`config.mk`:
```
export PLATFORM = sky130hd
export DESIGN_NAME = arm_multicycle_ctrl
export DESIGN_NICKNAME = d
export VERILOG_FILES = /design/src/rtl/arm_multicycle_ctrl.sv
export SDC_FILE = /design/constraint.sdc
export NUM_CORES = 1
export LEC_CHECK = 0
export CORE_MARGIN = 2
export CORE_UTILIZATION = 44
export DETAILED_ROUTE_END_ITERATION = 6
export HOLD_SLACK_MARGIN = 0.06
export PLACE_DENSITY = 0.95
export SLEW_MARGIN = 20
export SYNTH_ARGS = -nofsm -noshare
export SYNTH_HDL_FRONTEND = slang
export SYNTH_SLANG_ARGS = --single-unit
```
`constraint.sdc`:
```
create_clock -name clk -period 5.43 [get_ports clk]
set_input_delay 0.543 -clock clk [delete_from_list [all_inputs] [get_ports clk]]
set_output_delay 0.543 -clock clk [all_outputs]
set_load 0.05 [all_outputs]
```
`src/rtl/arm_multicycle_ctrl.sv`:
```
// Multicycle ARM control unit: main FSM, NZCV flags, condition check and datapath control decode.
// Defining ARM_MCTRL_PERF_CNT_EN adds cycle_cnt/instr_cnt performance counters.
module arm_multicycle_ctrl #(
    parameter int STATE_W = 4,
    parameter int CNT_W   = 32
) (
    input  logic               clk,
    input  logic               rst,
    input  logic               mem_ready,
    input  logic [1:0]         op,
    input  logic [5:0]         funct,
    input  logic [3:0]         rd,
    input  logic [3:0]         cond,
    input  logic [3:0]         alu_flags,
    output logic               pc_write,
    output logic               adr_src,
    output logic               mem_write,
    output logic               ir_write,
    output logic               reg_write,
    output logic [1:0]         result_src,
    output logic               alu_src_a,
    output logic [1:0]         alu_src_b,
    output logic [1:0]         alu_control,
    output logic [1:0]         imm_src,
    output logic [1:0]         reg_src,
    output logic               illegal_instr,
    output logic [STATE_W-1:0] state_o
`ifdef ARM_MCTRL_PERF_CNT_EN
    ,
    output logic [CNT_W-1:0]   cycle_cnt,
    output logic [CNT_W-1:0]   instr_cnt
`endif
);

    typedef enum logic [3:0] {
        FETCH  = 4'd0,
        DECODE = 4'd1,
        MEMADR = 4'd2,
        MEMRD  = 4'd3,
        MEMWB  = 4'd4,
        MEMWR  = 4'd5,
        EXECR  = 4'd6,
        EXECI  = 4'd7,
        ALUWB  = 4'd8,
        BRANCH = 4'd9
    } state_e;

    localparam logic [1:0] ALU_ADD = 2'b00;
    localparam logic [1:0] ALU_SUB = 2'b01;
    localparam logic [1:0] ALU_AND = 2'b10;
    localparam logic [1:0] ALU_ORR = 2'b11;

    if (STATE_W < 4 || CNT_W < 1) begin : gBadParams
        $error("arm_multicycle_ctrl: STATE_W must be >= 4 and CNT_W >= 1");
    end

    state_e     state_q, state_d;
    logic [3:0] flags_q, flags_d;
    logic [3:0] execFlags_q, execFlags_d;
    logic       badCmd_q, badCmd_d;

    logic       flagN, flagZ, flagC, flagV;
    logic       condBase, condEx;
    logic       cmdBad;
    logic [1:0] cmdCtl;
    logic       aluWbWrite, rdIsPc;

    assign {flagN, flagZ, flagC, flagV} = flags_q;

    // ARM conditions come in pairs: cond[3:1] picks the test, cond[0] inverts it; 1111 never executes.
    always_comb begin : condCheck
        condBase = 1'b1;
        case (cond[3:1])
            3'b000:  condBase = flagZ;
            3'b001:  condBase = flagC;
            3'b010:  condBase = flagN;
            3'b011:  condBase = flagV;
            3'b100:  condBase = flagC & ~flagZ;
            3'b101:  condBase = (flagN == flagV);
            3'b110:  condBase = ~flagZ & (flagN == flagV);
            default: condBase = 1'b1;
        endcase
        condEx = (cond == 4'b1111) ? 1'b0 : (condBase ^ cond[0]);
    end

    always_comb begin : cmdDecode
        cmdCtl = ALU_ADD;
        cmdBad = 1'b0;
        case (funct[4:1])
            4'b0100: cmdCtl = ALU_ADD;
            4'b0010: cmdCtl = ALU_SUB;
            4'b0000: cmdCtl = ALU_AND;
            4'b1100: cmdCtl = ALU_ORR;
            default: cmdBad = 1'b1;
        endcase
    end

    always_ff @(posedge clk) begin : stateReg
        if (rst) begin
            state_q     <= FETCH;
            flags_q     <= 4'b0000;
            execFlags_q <= 4'b0000;
            badCmd_q    <= 1'b0;
        end else begin
            state_q     <= state_d;
            flags_q     <= flags_d;
            execFlags_q <= execFlags_d;
            badCmd_q    <= badCmd_d;
        end
    end

    always_comb begin : nextState
        state_d = state_q;
        case (state_q)
            FETCH:  if (mem_ready) state_d = DECODE;
            DECODE: begin
                case (op)
                    2'b01:   state_d = MEMADR;
                    2'b10:   state_d = BRANCH;
                    2'b00:   state_d = funct[5] ? EXECI : EXECR;
                    default: state_d = FETCH;
                endcase
            end
            MEMADR: state_d = funct[0] ? MEMRD : MEMWR;
            MEMRD:  if (mem_ready) state_d = MEMWB;
            MEMWB:  state_d = FETCH;
            MEMWR:  if (!condEx || mem_ready) state_d = FETCH;
            EXECR:  state_d = ALUWB;
            EXECI:  state_d = ALUWB;
            ALUWB:  state_d = FETCH;
            BRANCH: state_d = FETCH;
            default: state_d = FETCH;
        endcase
    end

    // The EXEC cycle captures the ALU flags and the cmd legality so ALUWB can commit or suppress them.
    always_comb begin : flagsNext
        flags_d     = flags_q;
        execFlags_d = execFlags_q;
        badCmd_d    = badCmd_q;
        if (state_q == EXECR || state_q == EXECI) begin
            execFlags_d = alu_flags;
            badCmd_d    = cmdBad;
        end
        if (state_q == ALUWB && funct[0] && aluWbWrite) begin
            flags_d = execFlags_q;
        end
    end

    assign aluWbWrite = condEx && !badCmd_q;
    assign rdIsPc     = (rd == 4'd15);

    always_comb begin : outputDecode
        pc_write      = 1'b0;
        adr_src       = 1'b0;
        mem_write     = 1'b0;
        ir_write      = 1'b0;
        reg_write     = 1'b0;
        result_src    = 2'b00;
        alu_src_a     = 1'b0;
        alu_src_b     = 2'b00;
        alu_control   = ALU_ADD;
        illegal_instr = 1'b0;
        case (state_q)
            FETCH: begin
                alu_src_a  = 1'b1;
                alu_src_b  = 2'b10;
                result_src = 2'b10;
                ir_write   = mem_ready;
                pc_write   = mem_ready;
            end
            DECODE: begin
                alu_src_a     = 1'b1;
                alu_src_b     = 2'b10;
                illegal_instr = (op == 2'b11);
            end
            MEMADR: alu_src_b = 2'b01;
            MEMRD:  adr_src = 1'b1;
            MEMWB: begin
                result_src = 2'b01;
                reg_write  = condEx;
            end
            MEMWR: begin
                adr_src   = 1'b1;
                mem_write = condEx;
            end
            EXECR: begin
                alu_control   = cmdCtl;
                illegal_instr = cmdBad;
            end
            EXECI: begin
                alu_src_b     = 2'b01;
                alu_control   = cmdCtl;
                illegal_instr = cmdBad;
            end
            ALUWB: begin
                // Operand select stays as in EXEC so ALUResult is stable during writeback.
                alu_src_b = funct[5] ? 2'b01 : 2'b00;
                reg_write = aluWbWrite && !rdIsPc;
                pc_write  = aluWbWrite && rdIsPc;
            end
            BRANCH: begin
                alu_src_b  = 2'b01;
                result_src = 2'b10;
                pc_write   = condEx;
            end
            default: ;
        endcase
        if (rst) begin
            pc_write      = 1'b0;
            mem_write     = 1'b0;
            ir_write      = 1'b0;
            reg_write     = 1'b0;
            illegal_instr = 1'b0;
        end
    end

    assign imm_src = op;
    assign reg_src = {op == 2'b01, op == 2'b10};
    assign state_o = STATE_W'(state_q);

`ifdef ARM_MCTRL_PERF_CNT_EN
    logic [CNT_W-1:0] cycleCnt_q, instrCnt_q;

    always_ff @(posedge clk) begin : perfCounters
        if (rst) begin
            cycleCnt_q <= '0;
            instrCnt_q <= '0;
        end else begin
            cycleCnt_q <= cycleCnt_q + CNT_W'(1);
            if (state_q != FETCH && state_d == FETCH) begin
                instrCnt_q <= instrCnt_q + CNT_W'(1);
            end
        end
    end

    assign cycle_cnt = cycleCnt_q;
    assign instr_cnt = instrCnt_q;
`endif

endmodule

```
==> results of run 1 <==
==> state kept, by name, indices dropped and copies added (netlist names) <==
name / cells
flags_q: 4
execFlags_q: 4
state_o: 4
badCmd_q: 1
==> synthesized netlist by cell type <==
| master | instances |
|---|---|
| a2111oi_0 | 1 |
| a21boi_0 | 1 |
| a21oi_1 | 7 |
| a221oi_2 | 1 |
| a22oi_1 | 1 |
| a31oi_1 | 2 |
| and2_1 | 1 |
| and3_1 | 1 |
| buf_4 | 3 |
| clkbuf_1 | 7 |
| dfxtp_1 | 13 |
| inv_1 | 3 |
| mux2i_1 | 6 |
| nand2_1 | 14 |
| nand2b_1 | 12 |
| nand3_1 | 5 |
| nand3b_1 | 1 |
| nand4_1 | 2 |
| nand4b_1 | 1 |
| nor2_1 | 9 |
| nor2b_1 | 8 |
| nor3_1 | 5 |
| nor4_1 | 2 |
| nor4b_2 | 1 |
| nor4bb_1 | 1 |
| o211ai_1 | 2 |
| o21ai_0 | 7 |
| o21bai_1 | 1 |
| o311ai_0 | 1 |
| o31ai_1 | 2 |
| or4_1 | 1 |
| or4b_1 | 1 |
| xnor2_1 | 2 |
| xor2_1 | 2 |
==> area by class of cell <==
cell class              instances  share of cell area, %
flip-flops and latches         13                  18.82
well taps                      27                  2.443
repair buffers                 43                  31.13
inverters                       3                 0.8145
clock buffers                   4                  1.900
multi-input cells             101                  44.89
==> per-stage QoR <==
step           utilization [%]  cell area, um^2
3_3_place_gp             68.43             1356
4_1_cts                  69.76             1383
6_report                 69.76             1383
3_5_place_dp             68.43             1356
2_1_floorplan                -            940.9
5_1_grt                  69.76             1383
==> power groups by stage <==
stage | Clock (mW) | Combinational, mW | Sequential (mW)
after detailed placement | 0 | 0.0934 | 0.105
after CTS | 0.0610 | 0.0939 | 0.102
after global routing | 0.0667 | 0.0983 | 0.103
final | 0.0598 | 0.0940 | 0.103
after global placement | 0 | 0.0914 | 0.105
after floorplan | 0 | 0.0543 | 0.106
==> worst register-to-register path: stages, from the launching register on <==
cell	delay (ns)
dfxtp_1	0.33
or4b_1	0.52
and3_1	0.19
a221oi_2	0.30
mux2i_1	0.53
mux2i_1	0.24
==> per-layer routing <==
metal,vias to the layer above,wire length [um]
li1,526,-
met1,500,1104
met2,54,1350
met3,8,207
met4,0,48
met5,-,0
==> logic make-up after synthesis <==
kind of cell | count (synthesis) | share of synthesized area [%]
compound gates | 26 | 17.82
xor+xnor | 4 | 3.724
flops | 13 | 27.66
buf+inv | 13 | 6.383
simple gates | 65 | 38.03
mux | 6 | 6.383
==> cell usage in the layout (no fill, tap or decap), types with 3 or more instances in the layout <==
master,count
nor3_1,5
clkbuf_4,3
clkdlybuf4s50_1,43
dfxtp_1,13
nand2_1,14
inv_1,3
nand2b_1,12
o21ai_0,7
nand3_1,5
nor2_1,9
a21oi_1,7
mux2i_1,6
nor2b_1,8
==> path summary, 6_finish.rpt <==
check,cells after the start,endpoint,slack (ns)
hold / removal,2,execFlags_q[2],0.46
setup reg to reg,5,flags_q[0],3.26
setup / recovery,7,reg_write,1.39
hold reg to reg,2,execFlags_q[2],0.46
==> results_dict.tcl, run 1 <==
set metrics [dict create \
    vias_per_cell 5.696 \
    crit_family "buffers and inverters" \
    ctsResizeCount 0 \
    p_comb_share_pct 36.6 \
    fp-row-count 16 \
    startpoint "cond[1]" \
    grt_pass1_vias 994 \
    antenna_found_initial 0 \
    grt.met2_usage_pct 38.82 \
    dr_total_vias 1088 \
    grtUsageTotal_pct 21.57 \
    met1_usage_pct 25.14 \
    die-area_mm2 0.002524 \
    path_cells "clkdlybuf4s50_1 -> or4b_1 -> and3_1 -> a221oi_2 -> xnor2_1 -> nor4b_2 -> clkdlybuf4s50_1" \
    synth_area_um2 940.9 \
    p_leak_nw 0.4551 \
    cp_common_cell "clkdlybuf4s50_1" \
    clk_latency_ns 0.27 \
    area_delta_synth_final_pct 46.94 \
    grt_pass1_wl_um 4222 \
    slew_violations 0 \
    seq_area_um2 260.3 \
    min_from "execFlags_q[2]" \
    hold_class "flip-flop to flip-flop" \
    multi_input_area_um2 620.6 \
    required_ns 4.89 \
    worst-endpoint-arrival_ns 3.50 \
    cts_setup_buffers 0 \
    drc 0 \
    path_clk_slew_ns 0.08 \
    maxCapViolations 0 \
    rr_startpoint "flags_q[2]" \
    path_class "input port to output pin" \
    coreArea_mm2 0.001982 \
    setup_violations 0 \
    grt_max_degree 21 \
    ys_warn_count 0 \
    drive_gt1_share_pct 3.049 \
    syn_nets 150 \
    status "finished clean" \
    skew_ns 0.002341 \
    netSwitchingFraction_pct 35.87 \
    hold_buffers 0 \
    die_w_um 50.24 \
    htreeDepth 1 \
    use_met3_pct 4.464 \
    p_int_mw 0.1646 \
    placed_cells 187 \
    switchingPower_mw 0.09205 \
    crit_fanout 6 \
    globalplace.congestion 0.8246 \
    initial_core_util_pct 47.47 \
    grt_remaining_overflow 0 \
    fin_ws_ns 1.391 \
    clkPwrFrac_pct 23.3 \
    hold_ws_ns 0.4622 \
    avgSynthCellArea_um2 7.409 \
    ys_types 34 \
    wl_per_cell_um 14.19 \
    cp-start-kind "input port" \
    ir_drop_mv 0.1367 \
    fin_nets 188 \
    p_seq_share_pct 40.1 \
    drt_iter0_drc 32 \
    cts_root_buf "clkbuf_4" \
    nFillCells 167 \
    syn_inst 127 \
    cts_buffers 3 \
    min_period_ns 4.039 \
    end_kind "output pin" \
    slowest_stage "clkdlybuf4s50_1" \
    seq_area_frac_synth_pct 27.66 \
    synth_seq_cells 13 \
    top_usage_layer "met2" \
    fmax_mhz 247.6 \
    finalPower_mw 0.2566 \
    rsz0062_at_grt "no" \
    io_buffers 43 \
    boundaryPins 44 \
    ant_nets 0 \
    max_stage_delay_ns 0.88 \
    tns_ns 0 \
    path_buf_inv 2 \
    synth.area.top_cells "dfxtp_1 (28%), nand2b_1 (8.0%), mux2i_1 (6.4%)" \
    num_antenna_cells 0 \
    dp_hpwl_um 2080 \
    post-place-ws_ns 1.421 \
    final_cell_count_no_fill 191 \
    synth_top_area_share_pct 27.66 \
    clk_path_buf_depth 2 \
    die_h_um 50.24 \
    cts_sinks 13 \
    min_period_over_period_pct 74.39 \
    relSlewSlack_pct 57.50 \
    final-hold-violation-count 0 \
    yosysTopAreaCell "dfxtp_1" \
    cts_tree "done" \
    dr.pass1.iters 4 \
    power.density_mw_per_mm2 185.6 \
    routed_wl_um 2710 \
    worstMarginPinSlew_ns 0.6354 \
]
Power figures use the tool's default switching activity.
==> inputs of run 2 (changes only) <==
CORE_UTILIZATION = 40   (was 44)
PLACE_DENSITY = 0.89   (was 0.95)
clock period = 4 ns   (was 5.43 ns; I/O delays follow)
==> run 2 against run 1 <==
Effect of this change: clock skew shrank 0.0012 ns; via count shrank 4.0%; combinational power grew 36%; power grew 35%; final cell count grew 0.52%; worst setup slack lost 1.2 ns; clock power grew 34%; critical path depth is the same; cell area is essentially flat.
==> results_dict.tcl, run 2 (synthesis gave the netlist of run 1 again) <==
set metrics [dict create \
    grt_max_degree 21 \
    cts_root_buf "clkbuf_4" \
    tns_ns 0 \
    fmax_mhz 264.0 \
    grt_pass1_wl_um 4084 \
    power.density_mw_per_mm2 250.9 \
    required_ns 3.60 \
    cts_buffers 3 \
    ant_nets 0 \
    die_w_um 52.50 \
    drt_iter0_drc 24 \
    initial_core_util_pct 42.53 \
    netSwitchingFraction_pct 35.69 \
    min_period_ns 3.788 \
    htreeDepth 1 \
    p_seq_share_pct 40.2 \
    min_to "execFlags_q[3]" \
    die-area_mm2 0.002756 \
    hold_class "flip-flop to flip-flop" \
    status "finished clean" \
    grt_remaining_overflow 0 \
    r2r-end "flags_q[3]" \
    antenna_found_initial 0 \
    final_cell_mix "clkdlybuf4s50_1 (43), nand2_1 (14), dfxtp_1 (13)" \
    rsz0062_at_grt "no" \
    grt_pass1_vias 948 \
    p_comb_share_pct 36.8 \
    wl_per_cell_um 13.40 \
    maxCapViolations 0 \
    dr_total_vias 1045 \
    clk_path_buf_depth 2 \
    reg2regPathDepth 5 \
    skew_ns 0.001091 \
    placed_area_mm2 0.001358 \
    fp-row-count 17 \
    p_int_mw 0.2233 \
    routed_wl_um 2573 \
    area_delta_synth_final_pct 47.07 \
    switchingPower_mw 0.1239 \
    cts_setup_buffers 0 \
    num_antenna_cells 0 \
    path_class "input port to output pin" \
    slew_violations 0 \
    reg2reg_slack_ns 1.85 \
    worst-endpoint-arrival_ns 3.39 \
    cp-start-kind "input port" \
    worstMarginPinSlew_ns 0.5876 \
    rr_startpoint "flags_q[2]" \
    final_area_mm2 0.001384 \
    layout_commonest_cell "clkdlybuf4s50_1" \
    grtUsageTotal_pct 19.61 \
    clkPwrFrac_pct 23.1 \
    crit_fanout 6 \
    min_period_over_period_pct 94.69 \
    drc 0 \
    nFillCells 203 \
    end_kind "output pin" \
    hold_buffers 0 \
    io_buffers 43 \
    die_h_um 52.50 \
    coreArea_mm2 0.002212 \
    fin_nets 188 \
    vias_per_cell 5.443 \
    dp_hpwl_um 2070 \
    min_from "execFlags_q[3]" \
    setup_violations 0 \
    dr.pass1.iters 4 \
    drive_gt1_share_pct 3.049 \
    relSlewSlack_pct 60.70 \
    path_clk_slew_ns 0.08 \
    cts_sinks 13 \
    clk_latency_ns 0.27 \
    ctsResizeCount 0 \
    ir_drop_mv 0.1536 \
    hold_path_depth 2 \
    p_leak_nw 0.4551 \
    boundaryPins 44 \
    final-hold-violation-count 0 \
    finalPower_mw 0.3472 \
    globalplace.congestion 0.8111 \
    cts_tree "done" \
]
-- run 2: cell counts in the layout (fill, tap and decap cells not counted) --
Identical to the previous run, type by type.
-- run 2: layout make-up --
cell class                 instances  area, um^2  share of cell area (%)
multi-input combinational        101       620.6                   44.85
timing repair buffer              43       430.4                   31.10
sequential                        13       260.3                   18.81
tap                               28       35.03                   2.532
clock buffer                       4       26.28                   1.899
inverter                           3       11.26                  0.8137
-- run 2: how the worst max path moves through the flow --
stage	startpoint	to
2_1_floorplan	cond[1]	mem_write
3_3_place_gp	cond[1]	reg_write
3_5_place_dp	cond[1]	pc_write
4_1_cts	cond[1]	pc_write
5_1_grt	cond[1]	pc_write
6_report	cond[1]	pc_write
-- run 2: metrics by stage --
| step | setup WS (ns) | cells | hold WS (ns) | utilization [%] |
|---|---|---|---|---|
| finish | 0.2122 | 192 | 0.4756 | 62.56 |
| global route | 0.1130 | 192 | 0.4968 | 62.56 |
| CTS | 0.2156 | 192 | 0.4757 | 62.56 |
| detailed placement | 0.2384 | 188 | 0.4646 | 61.37 |
| global placement | 0.3870 | 188 | 0.4468 | 61.37 |
| floorplan | 0.5388 | 127 | 0.4368 | - |
-- run 2: worst max-delay path, stage by stage --
cell and delay (ns):
clkdlybuf4s50_1 0.51, or4b_1 0.53, and3_1 0.19, a221oi_2 0.31, xnor2_1 0.24, o31ai_1 0.35
clkdlybuf4s50_1 0.86
-- run 2: power groups by stage --
stage	logic, mW	clock network (mW)	registers (mW)
4_1_cts	0.128	0.0817	0.139
3_3_place_gp	0.124	0	0.142
2_1_floorplan	0.0737	0	0.144
6_report	0.128	0.0801	0.139
5_1_grt	0.134	0.0888	0.140
3_5_place_dp	0.127	0	0.142
-- run 2: per-layer routing --
layer | track usage (%) | share of wire, % | vias to the layer above | routed length (um)
met5 | 0 | 0 | - | 0
met4 | 1.282 | 0 | 0 | 0
met3 | 5.429 | 7.6 | 0 | 196
met2 | 36.67 | 50 | 44 | 1286
met1 | 22.90 | 42 | 481 | 1090
li1 | - | - | 520 | -
